==> src/rtl/telemetry_frame_decoder_if.sv <==
// rtl/telemetry_frame_decoder_if.sv - receive byte handshake bundle for telemetry_frame_decoder
// Purpose: groups the UART RX byte stream (data/valid/ready) feeding the decoder.
// Signals:
//   rx_data  [7:0]  received byte (source -> decoder)
//   rx_valid        rx_data valid (source -> decoder)
//   rx_ready        decoder accepts byte this cycle (decoder -> source)
// Modports: master = byte source, slave = decoder.
interface telemetry_frame_decoder_if;
  logic [7:0] rx_data;
  logic       rx_valid;
  logic       rx_ready;

  modport master (output rx_data, output rx_valid, input rx_ready);
  modport slave  (input rx_data, input rx_valid, output rx_ready);
endinterface

==> src/rtl/telemetry_frame_decoder.sv <==
// rtl/telemetry_frame_decoder.sv - framed telemetry byte parser holding last good field values
// Purpose: parses A5 | ID | DATA_HI | DATA_LO | CHK frames (CHK = ID^HI^LO) from a byte stream,
//   clamps and stores throttle/heading/altitude/speed, flags rejected frames.
// Ports:
//   clk           system clock
//   reset_n       synchronous reset, active-low
//   rx            byte stream (slave modport: rx_data, rx_valid in; rx_ready out)
//   throttle      [6:0]  last good throttle, 0..THR_MAX
//   heading       [8:0]  last good heading, 0..HDG_MAX
//   altitude      [15:0] last good altitude, unclamped
//   speed         [9:0]  last good speed, 0..SPD_MAX
//   field_update  [3:0]  one-cycle pulse, bit = ID of field just written
//   frame_err            one-cycle pulse on a rejected frame
//   err_count     [15:0] saturating rejected-frame count
// Build option: TELEM_ERR_CNT_EN enables err_count; otherwise err_count is tied to 0.
module telemetry_frame_decoder #(
  parameter int TIMEOUT_CYCLES = 50000,
  parameter int THR_MAX        = 100,
  parameter int HDG_MAX        = 359,
  parameter int SPD_MAX        = 999
) (
  input  logic                           clk,
  input  logic                           reset_n,
  telemetry_frame_decoder_if.slave       rx,
  output logic [6:0]                     throttle,
  output logic [8:0]                     heading,
  output logic [15:0]                    altitude,
  output logic [9:0]                     speed,
  output logic [3:0]                     field_update,
  output logic                           frame_err,
  output logic [15:0]                    err_count
);

  localparam logic [7:0] SYNC = 8'hA5;
  localparam int CW = $clog2(TIMEOUT_CYCLES + 1);

  typedef enum logic [2:0] {S_HUNT, S_ID, S_DHI, S_DLO, S_CHK, S_COMMIT} state_t;

  state_t          state, state_next;
  logic            rdy_q;
  logic [1:0]      id_q;
  logic [7:0]      hi_q, lo_q;
  logic [CW-1:0]   cnt;
  logic            accept, waiting, timeout, err_next;
  logic [15:0]     value;

  assign rx.rx_ready = rdy_q;
  assign accept      = rx.rx_valid && rdy_q;
  assign waiting     = (state == S_ID) || (state == S_DHI) || (state == S_DLO) || (state == S_CHK);
  // An accepted byte in the last allowed cycle wins over the timeout.
  assign timeout     = waiting && !accept && (cnt == CW'(TIMEOUT_CYCLES - 1));
  assign value       = {hi_q, lo_q};

  always_comb begin
    state_next = state;
    err_next   = 1'b0;
    case (state)
      S_HUNT:   if (accept && rx.rx_data == SYNC) state_next = S_ID;
      S_ID: begin
        if (accept) begin
          if (rx.rx_data[7:2] == 6'd0) begin
            state_next = S_DHI;
          end else if (rx.rx_data != SYNC) begin
            state_next = S_HUNT;
            err_next   = 1'b1;
          end
        end
      end
      S_DHI:    if (accept) state_next = S_DLO;
      S_DLO:    if (accept) state_next = S_CHK;
      S_CHK: begin
        if (accept) begin
          if (rx.rx_data == ({6'd0, id_q} ^ hi_q ^ lo_q)) begin
            state_next = S_COMMIT;
          end else begin
            state_next = S_HUNT;
            err_next   = 1'b1;
          end
        end
      end
      S_COMMIT: state_next = S_HUNT;
      default:  state_next = S_HUNT;
    endcase
    if (timeout) begin
      state_next = S_HUNT;
      err_next   = 1'b1;
    end
  end

  always_ff @(posedge clk) begin
    if (!reset_n) begin
      state        <= S_HUNT;
      rdy_q        <= 1'b0;
      cnt          <= '0;
      id_q         <= '0;
      hi_q         <= '0;
      lo_q         <= '0;
      throttle     <= '0;
      heading      <= '0;
      altitude     <= '0;
      speed        <= '0;
      field_update <= '0;
      frame_err    <= 1'b0;
    end else begin
      state        <= state_next;
      // Registered so ready stays low through the reset cycle and drops exactly for COMMIT.
      rdy_q        <= (state_next != S_COMMIT);
      frame_err    <= err_next;
      field_update <= '0;

      if (accept || !waiting || timeout) cnt <= '0;
      else                               cnt <= cnt + 1'b1;

      if (accept && state == S_ID && rx.rx_data[7:2] == 6'd0) id_q <= rx.rx_data[1:0];
      if (accept && state == S_DHI) hi_q <= rx.rx_data;
      if (accept && state == S_DLO) lo_q <= rx.rx_data;

      if (state == S_COMMIT) begin
        field_update <= 4'b0001 << id_q;
        case (id_q)
          2'd0: throttle <= (value > 16'(THR_MAX)) ? 7'(THR_MAX)  : value[6:0];
          2'd1: heading  <= (value > 16'(HDG_MAX)) ? 9'(HDG_MAX)  : value[8:0];
          2'd2: altitude <= value;
          default: speed <= (value > 16'(SPD_MAX)) ? 10'(SPD_MAX) : value[9:0];
        endcase
      end
    end
  end

`ifdef TELEM_ERR_CNT_EN
  always_ff @(posedge clk) begin
    if (!reset_n)                             err_count <= '0;
    else if (frame_err && err_count != 16'hFFFF) err_count <= err_count + 16'd1;
  end
`else
  assign err_count = 16'd0;
`endif

endmodule

==> src/flat_wrapper.sv <==
// flat-port wrapper written by rule: the top's interface ports become plain ports
module telemetry_frame_decoder_flat 
#(
  parameter int TIMEOUT_CYCLES = 50000,
  parameter int THR_MAX        = 100,
  parameter int HDG_MAX        = 359,
  parameter int SPD_MAX        = 999
)
  (clk, reset_n, throttle, heading, altitude, speed, field_update, frame_err, err_count, rx_rx_data, rx_rx_valid, rx_rx_ready);
  telemetry_frame_decoder_if rx_i ();
  input  logic clk;
  input  logic reset_n;
  output logic [6:0] throttle;
  output logic [8:0] heading;
  output logic [15:0] altitude;
  output logic [9:0] speed;
  output logic [3:0] field_update;
  output logic frame_err;
  output logic [15:0] err_count;
  input wire logic [$bits(rx_i.rx_data)-1:0] rx_rx_data;
  input wire logic [$bits(rx_i.rx_valid)-1:0] rx_rx_valid;
  output wire logic [$bits(rx_i.rx_ready)-1:0] rx_rx_ready;
  assign rx_i.rx_data = rx_rx_data;
  assign rx_i.rx_valid = rx_rx_valid;
  assign rx_rx_ready = rx_i.rx_ready;
  telemetry_frame_decoder #(.TIMEOUT_CYCLES(TIMEOUT_CYCLES), .THR_MAX(THR_MAX), .HDG_MAX(HDG_MAX), .SPD_MAX(SPD_MAX)) u_core (.clk(clk), .reset_n(reset_n), .rx(rx_i), .throttle(throttle), .heading(heading), .altitude(altitude), .speed(speed), .field_update(field_update), .frame_err(frame_err), .err_count(err_count));
endmodule
==> config.mk <==
export PLATFORM = sky130hd
export DESIGN_NAME = telemetry_frame_decoder_flat
export DESIGN_NICKNAME = d
export VERILOG_FILES = /design/src/rtl/telemetry_frame_decoder_if.sv /design/src/rtl/telemetry_frame_decoder.sv /design/src/flat_wrapper.sv
export SDC_FILE = /design/constraint.sdc
export NUM_CORES = 1
export LEC_CHECK = 0
export ABC_AREA = 0
export CORE_MARGIN = 2
export CORE_UTILIZATION = 45
export DETAILED_ROUTE_END_ITERATION = 8
export PLACE_DENSITY = 0.74
export SKIP_LAST_GASP = 1
export SLEW_MARGIN = 5
export SYNTH_ARGS = -nofsm -noshare
export SYNTH_HDL_FRONTEND = slang
export SYNTH_SLANG_ARGS = --single-unit
==> constraint.sdc <==
create_clock -name clk -period 1.79 [get_ports clk]
set_clock_uncertainty 0.05 [all_clocks]
set_input_delay 0.179 -clock clk [delete_from_list [all_inputs] [get_ports clk]]
set_output_delay 0.179 -clock clk [all_outputs]
set_load 0.03 [all_outputs]
==> results.cfg <==
[status]
status = finished with violations
violations = negative setup slack

[logic_synthesis]
synth_async_sr_flop_share_pct = 0
muxShareOfSynthArea_pct = 8.93
synth-xor-area-share_pct = 8.07
synth_flop_cell = dfxtp_1
synth.largest_area_cell = dfxtp_1
synth-edff-count = 0
synthAdderAreaFrac_pct = 0.328
syn_area_per_cell_sq_um = 9.53
synth_compound_area_share_pct = 8.43
synth_top_cells_by_area = dfxtp_1 (45%), mux2i_1 (8.9%), nor2b_1 (7.1%)
seq_area_frac_synth_pct = 44.6
synth_seq_cells = 85
syn_area_sq_um = 3810
yosys.area_share.simple_pct = 23.5
netlist_instances = 400
post-synth-top-area-fraction_pct = 44.6
synth_top_family_by_area = simple AND/OR/NAND/NOR gates
synth.distinct_cells = 50
ys_warn_count = 0

[clock_network]
cts_buffers = 9
clock-root-buffer = clkbuf_8
clock_sinks = 85
worstSkewPairLatency_ns = 0.36
clk_pin_slew_ns = 0.09
cts_max_level = 3
cts_tree = done
cts_hold_repair.buffers = 0
ctsLongestPathBuffers = 2

[placed_design]
gp_congestion = 0.899
place_ws_ns = -0.376
placed_area_sq_um = 4810
dp_hpwl_mm = 6.58
port_buffers = 58

[routing]
drt_iter0_markers = 123
viasPerCell = 5.11
post-route-drc-count = 0
drt-wirelength-per-cell_microns = 14.6
routed_wl_mm = 9.02
vias = 3146
final_antenna_net_count = 0
drt_first_pass_iters = 4

[timing]
hold_ws_ns = 0.178
fin_crit_sh_pct = 104
finalCriticalPeriod_ns = 1.87
final_max_slew_viol_count = 0
timing.final.hold_violations = 0
rsz0062_at_grt = yes
fin_tns_setup_ns = -0.443
timing.final.ws_setup_ns = -0.0767
setup_viol = 9
fmax_mhz = 536

[worst_setup_path]
crit_family = simple AND/OR/NAND/NOR gates
cp.arrival_ns = 2.07
worstPathMaxFanout = 3
slowest_stage = or4_4
startpoint_type = register
criticalPathCategory = reg -> reg
end_kind = register
crit_path_max_incr_delay_ns = 0.57
cp.required_ns = 1.99
critical_path_buf_inv_count = 0
crit_chain = or4_4 -> or2_4 -> or3_4 -> o221a_1

[grt]
overflow = 0
grt_max_degree = 38
grtUsageTotal_pct = 20.6
grt_pass1_wl_mm = 14.6
antenna_found_initial = 0
grt_pass1_vias = 3027

[final_layout]
final_cell_area_sq_um = 5050
diodes = 0
drive_gt1_share_pct = 18.2
nFillCells = 724
multi_input_area_sq_um = 1980
nNetsFinal = 518
area_growth_pct = 32.4
regArea_sq_um = 1700
fin_util_pct = 61.4

[die]
die_w_microns = 96.0
ios = 75
rows = 33
start_util_pct = 46.4
dieArea_sq_um = 9220
die_h_microns = 96.0
core_area_sq_um = 8220

[pwr]
ir_worst_vdd_mv = 0.382
p_leak_uw = 0.00193
pwr_density_cell_nw_per_um2 = 655

[worst_hold_path]
worstHoldPathType = in -> reg

[job]
maxCapViolCount = 0
-- tightest hold or removal path, delay by kind of cell --
family / cells / cell delay, ns
multiplexers: 1 / 0.10
AND/OR/NAND/NOR: 1 / 0.10
buffers and inverters: 1 / 0.17
-- synthesized netlist by cell type, types with 2 or more instances --
| cell | n |
|---|---|
| nand2_1 | 20 |
| nor3_1 | 9 |
| and3_1 | 8 |
| clkbuf_1 | 16 |
| or4_1 | 2 |
| nand4_1 | 6 |
| a21boi_0 | 2 |
| nor2_1 | 32 |
| a21oi_1 | 9 |
| xnor3_1 | 2 |
| o21a_1 | 2 |
| o221a_2 | 2 |
| dfxtp_1 | 85 |
| mux2i_1 | 34 |
| xor2_1 | 13 |
| buf_2 | 5 |
| nor3b_1 | 4 |
| inv_1 | 6 |
| nor2b_1 | 43 |
| buf_4 | 16 |
| a31oi_1 | 3 |
| o221a_1 | 2 |
| o21ai_0 | 10 |
| o211a_1 | 2 |
| nor4bb_1 | 2 |
| and2_1 | 7 |
| nand3_1 | 11 |
| a21bo_2 | 2 |
| nor4_1 | 4 |
| or3_1 | 2 |
| a22oi_1 | 7 |
| xnor2_1 | 14 |
-- repair_timing --
| item | in CTS | in global routing |
|---|---|---|
| gates cloned | 0 | 0 |
| buffers inserted | 1 | 0 |
| resized for setup | 7 | 8 |
| pin swaps | 1 | 3 |
| setup endpoints to repair | 14 | 20 |
-- flip-flops by register name (all words and copies together), names as in the netlist --
register	cells
u_core.altitude	16
u_core.cnt	16
u_core.speed	10
u_core.heading	9
u_core.hi_q	8
u_core.lo_q	8
u_core.throttle	7
u_core.field_update	4
u_core.state	3
u_core.id_q	2
u_core.frame_err	1
u_core.rx.rx_ready	1
-- final timing paths --
| check | from | slack [ns] | endpoint | depth (start not counted) |
|---|---|---|---|---|
| setup / recovery | u_core.hi_q[2] | -0.08 | u_core.speed[1] | 4 |
| hold / removal | rx_rx_data[6] | 0.18 | u_core.hi_q[6] | 3 |
| setup reg to reg | u_core.hi_q[2] | -0.08 | u_core.speed[1] | 4 |
| hold reg to reg | u_core.cnt[0] | 0.39 | u_core.cnt[0] | 1 |
-- where the power goes --
group	internal [uW]	switching, uW
logic	73.1	106
registers	1890	0.815
clock network	514	722
-- routing by layer --
metal	vias up	track usage (%)	share of wire, %	wire [microns]
met5	-	0	0	0
met4	0	7.98	1.6	148
met3	15	2.90	4.1	371
met2	91	35.0	49	4450
met1	1485	26.5	45	4060
li1	1555	-	-	-
-- placed cells by master (no fill, tap or decap), types with 6 or more instances in the layout --
master,synthesis,final
dfxtp_1,85,84
buf_4,16,59
clkdlybuf4s50_1,0,55
nor2b_1,43,43
mux2i_1,34,34
nor2_1,32,32
nand2_1,20,20
conb_1,1,16
xnor2_1,14,14
xor2_1,13,13
nand3_1,11,11
o21ai_0,10,10
a21oi_1,9,9
clkbuf_8,0,9
nor3_1,9,8
a22oi_1,7,7
and3_1,8,7
and2_1,7,7
inv_1,6,6
nand4_1,6,6
-- cell families (layout without fill, tap and decap cells) --
| group | count (synthesis) | in the layout |
|---|---|---|
| DFF | 85 | 85 |
| other | 1 | 16 |
| AOI/OAI and AO/OA | 46 | 46 |
| xor gates and xnor gates | 30 | 30 |
| buffers and inverters | 43 | 139 |
| and+or+nand+nor | 160 | 160 |
| adders and majority gates | 1 | 1 |
| muxes | 34 | 34 |
-- through the flow --
| step | instances | total power [uW] |
|---|---|---|
| 2_1_floorplan | 415 | 2060 |
| 6_report | 616 | 3310 |
| 4_1_cts | 616 | 3340 |
| 5_1_grt | 616 | 3420 |
| 3_5_place_dp | 599 | 2110 |
| 3_3_place_gp | 599 | 2110 |
-- layout make-up --
class,instances,share of cell area [%]
tap,105,2.60
inverter,6,0.446
multi-input combinational,287,39.3
clock buffer,10,2.53
timing repair buffer,117,20.4
sequential,85,33.7
clock inverter,6,0.942
Power figures use the tool's default switching activity.
